--- config.mk ---
export PLATFORM = sky130hd
export DESIGN_NAME = dphy_tx_packetizer_flat
export DESIGN_NICKNAME = d
export VERILOG_FILES = /design/src/rtl/dphy_tx_packetizer_if.sv /design/src/rtl/dphy_tx_packetizer.sv /design/src/flat_wrapper.sv
export SDC_FILE = /design/constraint.sdc
export NUM_CORES = 1
export LEC_CHECK = 0
export ABC_CLOCK_PERIOD_IN_PS = 8000
export CORE_MARGIN = 8
export CORE_UTILIZATION = 28
export CTS_BUF_LIST = sky130_fd_sc_hd__clkbuf_4
export DETAILED_ROUTE_END_ITERATION = 16
export GPL_TIMING_DRIVEN = 0
export PLACE_DENSITY = 0.47
export SLEW_MARGIN = 20
export SYNTH_ARGS = -nofsm -noshare
export SYNTH_HDL_FRONTEND = slang
export SYNTH_SLANG_ARGS = --single-unit
--- constraint.sdc ---
create_clock -name TX_BYTE_clk -period 8 [get_ports TX_BYTE_clk]
set_clock_uncertainty 0.15 [all_clocks]
set_input_delay 1.2 -clock TX_BYTE_clk [delete_from_list [all_inputs] [get_ports TX_BYTE_clk]]
set_output_delay 1.2 -clock TX_BYTE_clk [all_outputs]
set_load 0.05 [all_outputs]
--- src/rtl/dphy_tx_packetizer_if.sv ---
`default_nettype none
// ----------------------------------------------------------------------------
// dphy_tx_packetizer_if : request / payload / HS-driver bundle for the packetizer
// Rev 1.0
// ----------------------------------------------------------------------------
interface dphy_tx_packetizer_if #(
  parameter int WC_W = 16
);
  logic            pkt_start;
  logic            pkt_long;
  logic [7:0]      pkt_di;
  logic [WC_W-1:0] pkt_wc;
  logic [7:0]      app_data;
  logic            app_valid;
  logic            app_ready;
  logic            TX_REQ;
  logic            TX_VALID;
  logic [7:0]      TX_BYTE_HS;
  logic            TX_READY;
  logic            busy;
  logic            pkt_done;

  modport master (
    input  pkt_start, pkt_long, pkt_di, pkt_wc, app_data, app_valid, TX_READY,
    output app_ready, TX_REQ, TX_VALID, TX_BYTE_HS, busy, pkt_done
  );

  modport slave (
    output pkt_start, pkt_long, pkt_di, pkt_wc, app_data, app_valid, TX_READY,
    input  app_ready, TX_REQ, TX_VALID, TX_BYTE_HS, busy, pkt_done
  );
endinterface
`default_nettype wire

--- src/rtl/dphy_tx_packetizer.sv ---
`default_nettype none
// ----------------------------------------------------------------------------
// dphy_tx_packetizer : CSI-2 header+ECC / payload / CRC-16 byte feeder for the HS driver
// Rev 1.0
// ----------------------------------------------------------------------------
module dphy_tx_packetizer #(
  parameter int LP_GAP = 8,
  parameter int WC_W   = 16
) (
  input  logic                 TX_BYTE_clk,
  input  logic                 TX_rst,
  dphy_tx_packetizer_if.master bus
);

  localparam logic [2:0] S_IDLE = 3'd0;
  localparam logic [2:0] S_HDR  = 3'd1;
  localparam logic [2:0] S_PAY  = 3'd2;
  localparam logic [2:0] S_CRC  = 3'd3;
  localparam logic [2:0] S_END  = 3'd4;
  localparam logic [2:0] S_GAP  = 3'd5;

  localparam logic [7:0]      GAP_LOAD = 8'(LP_GAP - 1);
  localparam logic [WC_W-1:0] WC_ONE   = WC_W'(1);

  // Header Hamming code: each parity bit is the XOR of the data bits in its mask
  function automatic logic [7:0] f_ecc(input logic [23:0] d);
    f_ecc = {2'b00, ^(d & 24'hEFFC00), ^(d & 24'hDF03F0), ^(d & 24'hB8E38E),
             ^(d & 24'h749A6D), ^(d & 24'hF2555B), ^(d & 24'hF12CB7)};
  endfunction

  function automatic logic [15:0] f_crc(input logic [15:0] crc, input logic [7:0] b);
    logic [15:0] c;
    c = crc ^ {8'h00, b};
    for (int i = 0; i < 8; i++) begin
      c = c[0] ? ((c >> 1) ^ 16'h8408) : (c >> 1);
    end
    return c;
  endfunction

  logic [2:0]      r_state, w_state_nxt;
  logic [WC_W-1:0] r_wc, w_wc_nxt;
  logic [WC_W-1:0] r_rem, w_rem_nxt;
  logic            r_long, w_long_nxt;
  logic [7:0]      r_ecc, w_ecc_nxt;
  logic [1:0]      r_idx, w_idx_nxt;
  logic [15:0]     r_crc, w_crc_nxt;
  logic [7:0]      r_gap, w_gap_nxt;
  logic            r_tx_req, w_tx_req_nxt;
  logic            r_tx_valid, w_tx_valid_nxt;
  logic [7:0]      r_tx_byte, w_tx_byte_nxt;
  logic            r_busy, w_busy_nxt;
  logic            r_pkt_done, w_pkt_done_nxt;

  logic w_xfer, w_app_ready, w_app_acc, w_wc_zero;

  assign w_xfer      = r_tx_valid & bus.TX_READY;
  assign w_app_ready = (r_state == S_PAY) && (r_rem != '0) && (!r_tx_valid || bus.TX_READY);
  assign w_app_acc   = w_app_ready & bus.app_valid;
  assign w_wc_zero   = (r_wc == '0);

  always_ff @(posedge TX_BYTE_clk or posedge TX_rst) begin
    if (TX_rst) begin
      r_state <= S_IDLE;
    end else begin
      r_state <= w_state_nxt;
    end
  end

  always_comb begin
    w_state_nxt = r_state;
    case (r_state)
      S_IDLE: if (bus.pkt_start) w_state_nxt = S_HDR;
      S_HDR: begin
        if (w_xfer && (r_idx == 2'd3)) begin
          if (!r_long)       w_state_nxt = S_END;
          else if (w_wc_zero) w_state_nxt = S_CRC;
          else               w_state_nxt = S_PAY;
        end
      end
      S_PAY:   if (w_xfer && (r_rem == '0)) w_state_nxt = S_CRC;
      S_CRC:   if (w_xfer && (r_idx == 2'd1)) w_state_nxt = S_END;
      S_END:   w_state_nxt = S_GAP;
      S_GAP:   if (r_gap == 8'd0) w_state_nxt = S_IDLE;
      default: w_state_nxt = S_IDLE;
    endcase
  end

  always_comb begin
    w_wc_nxt       = r_wc;
    w_rem_nxt      = r_rem;
    w_long_nxt     = r_long;
    w_ecc_nxt      = r_ecc;
    w_idx_nxt      = r_idx;
    w_crc_nxt      = r_crc;
    w_gap_nxt      = r_gap;
    w_tx_req_nxt   = r_tx_req;
    w_tx_valid_nxt = r_tx_valid;
    w_tx_byte_nxt  = r_tx_byte;
    w_busy_nxt     = r_busy;
    w_pkt_done_nxt = 1'b0;
    case (r_state)
      S_IDLE: begin
        if (bus.pkt_start) begin
          w_wc_nxt       = bus.pkt_wc;
          w_rem_nxt      = bus.pkt_wc;
          w_long_nxt     = bus.pkt_long;
          w_ecc_nxt      = f_ecc({bus.pkt_wc, bus.pkt_di});
          w_idx_nxt      = 2'd0;
          w_crc_nxt      = 16'hFFFF;
          w_tx_req_nxt   = 1'b1;
          w_tx_valid_nxt = 1'b1;
          w_tx_byte_nxt  = bus.pkt_di;
          w_busy_nxt     = 1'b1;
        end
      end
      S_HDR: begin
        if (w_xfer) begin
          w_idx_nxt = r_idx + 2'd1;
          case (r_idx)
            2'd0: w_tx_byte_nxt = r_wc[7:0];
            2'd1: w_tx_byte_nxt = r_wc[15:8];
            2'd2: w_tx_byte_nxt = r_ecc;
            default: begin
              w_idx_nxt = 2'd0;
              if (!r_long) begin
                w_tx_valid_nxt = 1'b0;
                w_tx_req_nxt   = 1'b0;
                w_pkt_done_nxt = 1'b1;
              end else if (w_wc_zero) begin
                w_tx_byte_nxt = r_crc[7:0];
              end else begin
                w_tx_valid_nxt = 1'b0;
              end
            end
          endcase
        end
      end
      S_PAY: begin
        if (w_app_acc) begin
          w_tx_byte_nxt  = bus.app_data;
          w_tx_valid_nxt = 1'b1;
          w_rem_nxt      = r_rem - WC_ONE;
          w_crc_nxt      = f_crc(r_crc, bus.app_data);
        end else if (w_xfer) begin
          // The last payload byte has left, so the CRC already covers it
          if (r_rem == '0) begin
            w_tx_byte_nxt = r_crc[7:0];
            w_idx_nxt     = 2'd0;
          end else begin
            w_tx_valid_nxt = 1'b0;
          end
        end
      end
      S_CRC: begin
        if (w_xfer) begin
          if (r_idx == 2'd0) begin
            w_tx_byte_nxt = r_crc[15:8];
            w_idx_nxt     = 2'd1;
          end else begin
            w_tx_valid_nxt = 1'b0;
            w_tx_req_nxt   = 1'b0;
            w_pkt_done_nxt = 1'b1;
          end
        end
      end
      S_END: w_gap_nxt = GAP_LOAD;
      S_GAP: begin
        if (r_gap == 8'd0) w_busy_nxt = 1'b0;
        else               w_gap_nxt  = r_gap - 8'd1;
      end
      default: ;
    endcase
  end

  always_ff @(posedge TX_BYTE_clk or posedge TX_rst) begin
    if (TX_rst) begin
      r_wc       <= '0;
      r_rem      <= '0;
      r_long     <= 1'b0;
      r_ecc      <= 8'h00;
      r_idx      <= 2'd0;
      r_crc      <= 16'h0000;
      r_gap      <= 8'd0;
      r_tx_req   <= 1'b0;
      r_tx_valid <= 1'b0;
      r_tx_byte  <= 8'h00;
      r_busy     <= 1'b0;
      r_pkt_done <= 1'b0;
    end else begin
      r_wc       <= w_wc_nxt;
      r_rem      <= w_rem_nxt;
      r_long     <= w_long_nxt;
      r_ecc      <= w_ecc_nxt;
      r_idx      <= w_idx_nxt;
      r_crc      <= w_crc_nxt;
      r_gap      <= w_gap_nxt;
      r_tx_req   <= w_tx_req_nxt;
      r_tx_valid <= w_tx_valid_nxt;
      r_tx_byte  <= w_tx_byte_nxt;
      r_busy     <= w_busy_nxt;
      r_pkt_done <= w_pkt_done_nxt;
    end
  end

  assign bus.app_ready  = w_app_ready;
  assign bus.TX_REQ     = r_tx_req;
  assign bus.TX_VALID   = r_tx_valid;
  assign bus.TX_BYTE_HS = r_tx_byte;
  assign bus.busy       = r_busy;
  assign bus.pkt_done   = r_pkt_done;

endmodule
`default_nettype wire

--- src/flat_wrapper.sv ---
// flat-port wrapper written by rule: the top's interface ports become plain ports
module dphy_tx_packetizer_flat 
#(
  parameter int LP_GAP = 8,
  parameter int WC_W   = 16
)
  (TX_BYTE_clk, TX_rst, bus_pkt_start, bus_pkt_long, bus_pkt_di, bus_pkt_wc, bus_app_data, bus_app_valid, bus_TX_READY, bus_app_ready, bus_TX_REQ, bus_TX_VALID, bus_TX_BYTE_HS, bus_busy, bus_pkt_done);
  dphy_tx_packetizer_if #(.WC_W(WC_W)) bus_i ();
  input  logic TX_BYTE_clk;
  input  logic TX_rst;
  input wire logic [$bits(bus_i.pkt_start)-1:0] bus_pkt_start;
  input wire logic [$bits(bus_i.pkt_long)-1:0] bus_pkt_long;
  input wire logic [$bits(bus_i.pkt_di)-1:0] bus_pkt_di;
  input wire logic [$bits(bus_i.pkt_wc)-1:0] bus_pkt_wc;
  input wire logic [$bits(bus_i.app_data)-1:0] bus_app_data;
  input wire logic [$bits(bus_i.app_valid)-1:0] bus_app_valid;
  input wire logic [$bits(bus_i.TX_READY)-1:0] bus_TX_READY;
  output wire logic [$bits(bus_i.app_ready)-1:0] bus_app_ready;
  output wire logic [$bits(bus_i.TX_REQ)-1:0] bus_TX_REQ;
  output wire logic [$bits(bus_i.TX_VALID)-1:0] bus_TX_VALID;
  output wire logic [$bits(bus_i.TX_BYTE_HS)-1:0] bus_TX_BYTE_HS;
  output wire logic [$bits(bus_i.busy)-1:0] bus_busy;
  output wire logic [$bits(bus_i.pkt_done)-1:0] bus_pkt_done;
  assign bus_i.pkt_start = bus_pkt_start;
  assign bus_i.pkt_long = bus_pkt_long;
  assign bus_i.pkt_di = bus_pkt_di;
  assign bus_i.pkt_wc = bus_pkt_wc;
  assign bus_i.app_data = bus_app_data;
  assign bus_i.app_valid = bus_app_valid;
  assign bus_i.TX_READY = bus_TX_READY;
  assign bus_app_ready = bus_i.app_ready;
  assign bus_TX_REQ = bus_i.TX_REQ;
  assign bus_TX_VALID = bus_i.TX_VALID;
  assign bus_TX_BYTE_HS = bus_i.TX_BYTE_HS;
  assign bus_busy = bus_i.busy;
  assign bus_pkt_done = bus_i.pkt_done;
  dphy_tx_packetizer #(.LP_GAP(LP_GAP), .WC_W(WC_W)) u_core (.TX_BYTE_clk(TX_BYTE_clk), .TX_rst(TX_rst), .bus(bus_i));
endmodule
==> results.txt, run 1 <==
final setup violation count: 0
final hold vios: 0
gpl congestion: 0.839
Post-route DRC: 0
library cells used by synthesis: 53
Worst VDD drop: 154 uV
most common cell after layout, fill and taps aside: nand2_1
CTS max path bufs: 2
number of flops mapped to enable cells by yosys: 0
crit-path max FO: 5
status: finished clean
number of fill cells: 1851
ANT cells: 0
Worst Tran Pin Value: 0.806 ns
finished layout cell area: 0.00598 mm^2
die height: 149 um
Nets: 681
TritonCTS clock tree: built
Synth async-reset ratio: 100%
Root Driver: clkbuf_4
number of synthesized register bits: 80
Starting Density: 28.2%
Sink Count: 80
initial antenna violation count: 0
Post-Syn Instances: 573
register area share after synthesis: 40.1%
clk_lat worst skew: 0.46 ns
HPWL after DPL: 12500 um
aggregate global-route resource usage: 14.8%
CTS buffer count: 9
post-cts hold buffer count: 0
most common flop cell mapped by yosys: dfrtp_1
core area: 0.0177 mm^2
Area Overhead vs Synth: 19.8%
per-cell routed wire length: 18.8 um
H-Tree Depth: 3
WP data required: 6.65 ns
first-pass GRT wire length: 25600 um
worst hold path type: reg2reg
aggregate negative setup slack: 0 ns
crit path launch: u_core.r_rem[0]
post-route ant nets: 0
FF-to-FF End: u_core.bus.TX_BYTE_HS[6]
DIE WIDTH: 149 um
worst reg2reg setup slack: 4.61 ns
PD cells: 392 mW/mm^2
Total Wirelength: 16300 um
Slew Viols, Final: 0
share of cells above drive strength 1: 6.41%
Synth Cell Area: 0.00499 mm^2
max incr delay on CP: 0.71 ns
Via density: 5.19
pin count of the biggest net entering global routing: 55
kind of critical path: reg2out
critical path, cell by cell: inv_1, ha_1, nor4b_1, nand4_1, and2_1, clkdlybuf4s50_1
postcts setup bufs: 0
clk slew on worst S/H paths: 0.14 ns
critical path endpoint: bus_app_ready
Rows: 49
DIE AREA: 0.0223 mm^2
R2R depth: 8
Mapped Nets: 619
Buffers on Ports: 50
Leak: 2.40 nW
via count: 4512
unrepaired setup endpoints after global routing: no
Worst Path Arrival: 3.10 ns
Placed Area: 0.00582 mm^2
vias in the first global route: 4432
FMAX: 225 MHz
fin crit share: 55.6%
Hold WS: 0.337 ns
Crit-path slowest cell: clkdlybuf4s50_1
CP Capture Type: output pin
commonest cells after routing, fill and taps aside: nand2_1 (86), dfrtp_1 (80), xnor2_1 (58)
Avg Cell Area, Syn: 8.71 um^2
1st-iter DRT viols: 407
post-CTS sizing: 0
Synthesis Warnings: 0
IO Pins: 51
Pre-antenna DRT Iters: 7
Worst slew margin: 45.7%
total global routing overflow: 0
CP Launch Type: flop
worst reg2reg path startpoint: u_core.r_rem[0]
crit path time final: 4.45 ns
Max-Cap Viols: 0
[layout make-up]
type	instances	area (um^2)	area share, %
inverter	18	70.1	1.17
sequential	80	2000	33.5
buffer	29	136	2.28
clock buffer	12	90.1	1.51
timing repair buffer	51	528	8.84
clock inverter	4	68.8	1.15
multi-input combinational	446	2790	46.8
tap	229	287	4.79
[routing by layer]
layer  global-route usage, %  vias to the layer above  wire [um]
li1                        -                     2134          -
met1                    20.6                     2211       7790
met2                    22.7                      144       7360
met3                    2.51                       23        852
met4                    5.10                        0        293
met5                       0                        -          0
[worst min path at each step]
stage | startpoint | endpoint | slack, ns | depth (start not counted)
6_report | u_core.r_ecc[3] | u_core.r_ecc[3] | 0.34 | 2
5_1_grt | u_core.r_gap[0] | u_core.r_gap[0] | 0.38 | 1
4_1_cts | u_core.r_ecc[3] | u_core.r_ecc[3] | 0.34 | 2
3_5_place_dp | u_core.r_ecc[3] | u_core.r_ecc[3] | 0.31 | 2
3_3_place_gp | u_core.r_ecc[3] | u_core.r_ecc[3] | 0.32 | 2
2_1_floorplan | u_core.r_ecc[3] | u_core.r_ecc[3] | 0.29 | 2
[synthesized netlist by cell type, types with 6 or more instances]
library cell   n  area, um^2
nand2_1       86         323
dfrtp_1       80        2000
xnor2_1       58         508
nor2_1        51         191
o21ai_0       41         205
a21oi_1       22         110
xor2_1        20         175
clkbuf_1      19        71.3
nor3_1        19        95.1
inv_1         18        67.6
a22oi_1       11        82.6
a31oi_1       11        68.8
o21ai_1       11        55.1
o31ai_1       10        75.1
mux2i_1        9        90.1
nand3_1        9        45.0
a221oi_1       8        70.1
ha_1           8         100
buf_2          7        35.0
mux2_2         7        78.8
nor4_1         7        43.8
a222oi_1       6        60.1
nor2b_1        6        37.5
[report_power, final]
group / total (W) / internal [W] / switching [W]
sequential: 0.000769 / 0.000589 / 0.000180
combinational: 0.00129 / 0.000498 / 0.000794
clock: 0.000283 / 0.000136 / 0.000147
total: 0.00234 / 0.00122 / 0.00112
[critical path: cells and delay by family, from the launching register on]
kind | cells | cell delay [ns]
and+or+nand+nor | 3 | 1.12
buffers and inverters | 2 | 0.82
DFF | 1 | 0.44
adders and majority gates | 1 | 0.26
[registers in the layout (all words and copies together), names as in the netlist]
| name | cells |
|---|---|
| u_core.r_ecc | 6 |
| u_core.r_wc | 16 |
| u_core.r_state | 3 |
| u_core.r_gap | 8 |
| u_core.r_crc | 16 |
| u_core.r_rem | 16 |
| u_core.bus.busy | 1 |
| u_core.bus.pkt_done | 1 |
| u_core.bus.TX_BYTE_HS | 8 |
| u_core.r_long | 1 |
| u_core.bus.TX_REQ | 1 |
| u_core.r_idx | 2 |
| u_core.bus.TX_VALID | 1 |
[stage by stage]
step	instances	util (%)	setup slack, ns	total power [W]
3_3_place_gp	852	32.6	3.06	0.00204
2_1_floorplan	573	-	4.60	0.00166
6_report	869	33.7	3.55	0.00234
3_5_place_dp	853	32.8	3.63	0.00206
5_1_grt	869	33.7	3.52	0.00253
4_1_cts	869	33.7	3.63	0.00235
[cells by family (layout without fill, tap and decap cells)]
logic type | after synthesis | after routing | share of synthesized area (%)
and+or+nand+nor | 202 | 202 | 18.2
muxes | 17 | 17 | 3.61
buffers and inverters | 47 | 114 | 4.09
AOI/OAI and AO/OA | 141 | 141 | 18.3
DFF | 80 | 80 | 40.1
adders and majority gates | 8 | 8 | 2.01
xor gates and xnor gates | 78 | 78 | 13.7
(Power assumes the default switching activity.)
==> run 2: changes to the inputs <==
--- a/config.mk
+++ b/config.mk
@@ -5,7 +5,7 @@
 export SDC_FILE = /design/constraint.sdc
 export NUM_CORES = 1
 export LEC_CHECK = 0
-export ABC_CLOCK_PERIOD_IN_PS = 8000
+export ABC_CLOCK_PERIOD_IN_PS = 4300
 export CORE_MARGIN = 8
 export CORE_UTILIZATION = 28
 export CTS_BUF_LIST = sky130_fd_sc_hd__clkbuf_4
==> constraint.sdc (replaced) <==
create_clock -name TX_BYTE_clk -period 4.3 [get_ports TX_BYTE_clk]
set_clock_uncertainty 0.15 [all_clocks]
set_input_delay 0.645 -clock TX_BYTE_clk [delete_from_list [all_inputs] [get_ports TX_BYTE_clk]]
set_output_delay 0.645 -clock TX_BYTE_clk [all_outputs]
set_load 0.05 [all_outputs]
==> results of run 2 <==
Same layout as run 1 (identical final DEF). Status: finished clean.
Among the figures that moved: setup slack after placement 3.63 ns -> 1.04 ns; setup slack after layout 3.55 ns -> 0.409 ns; register-to-register setup slack 4.61 ns -> 0.91 ns; total power 0.00234 W -> 0.00436 W; worst IR drop on VDD 154 uV -> 287 uV
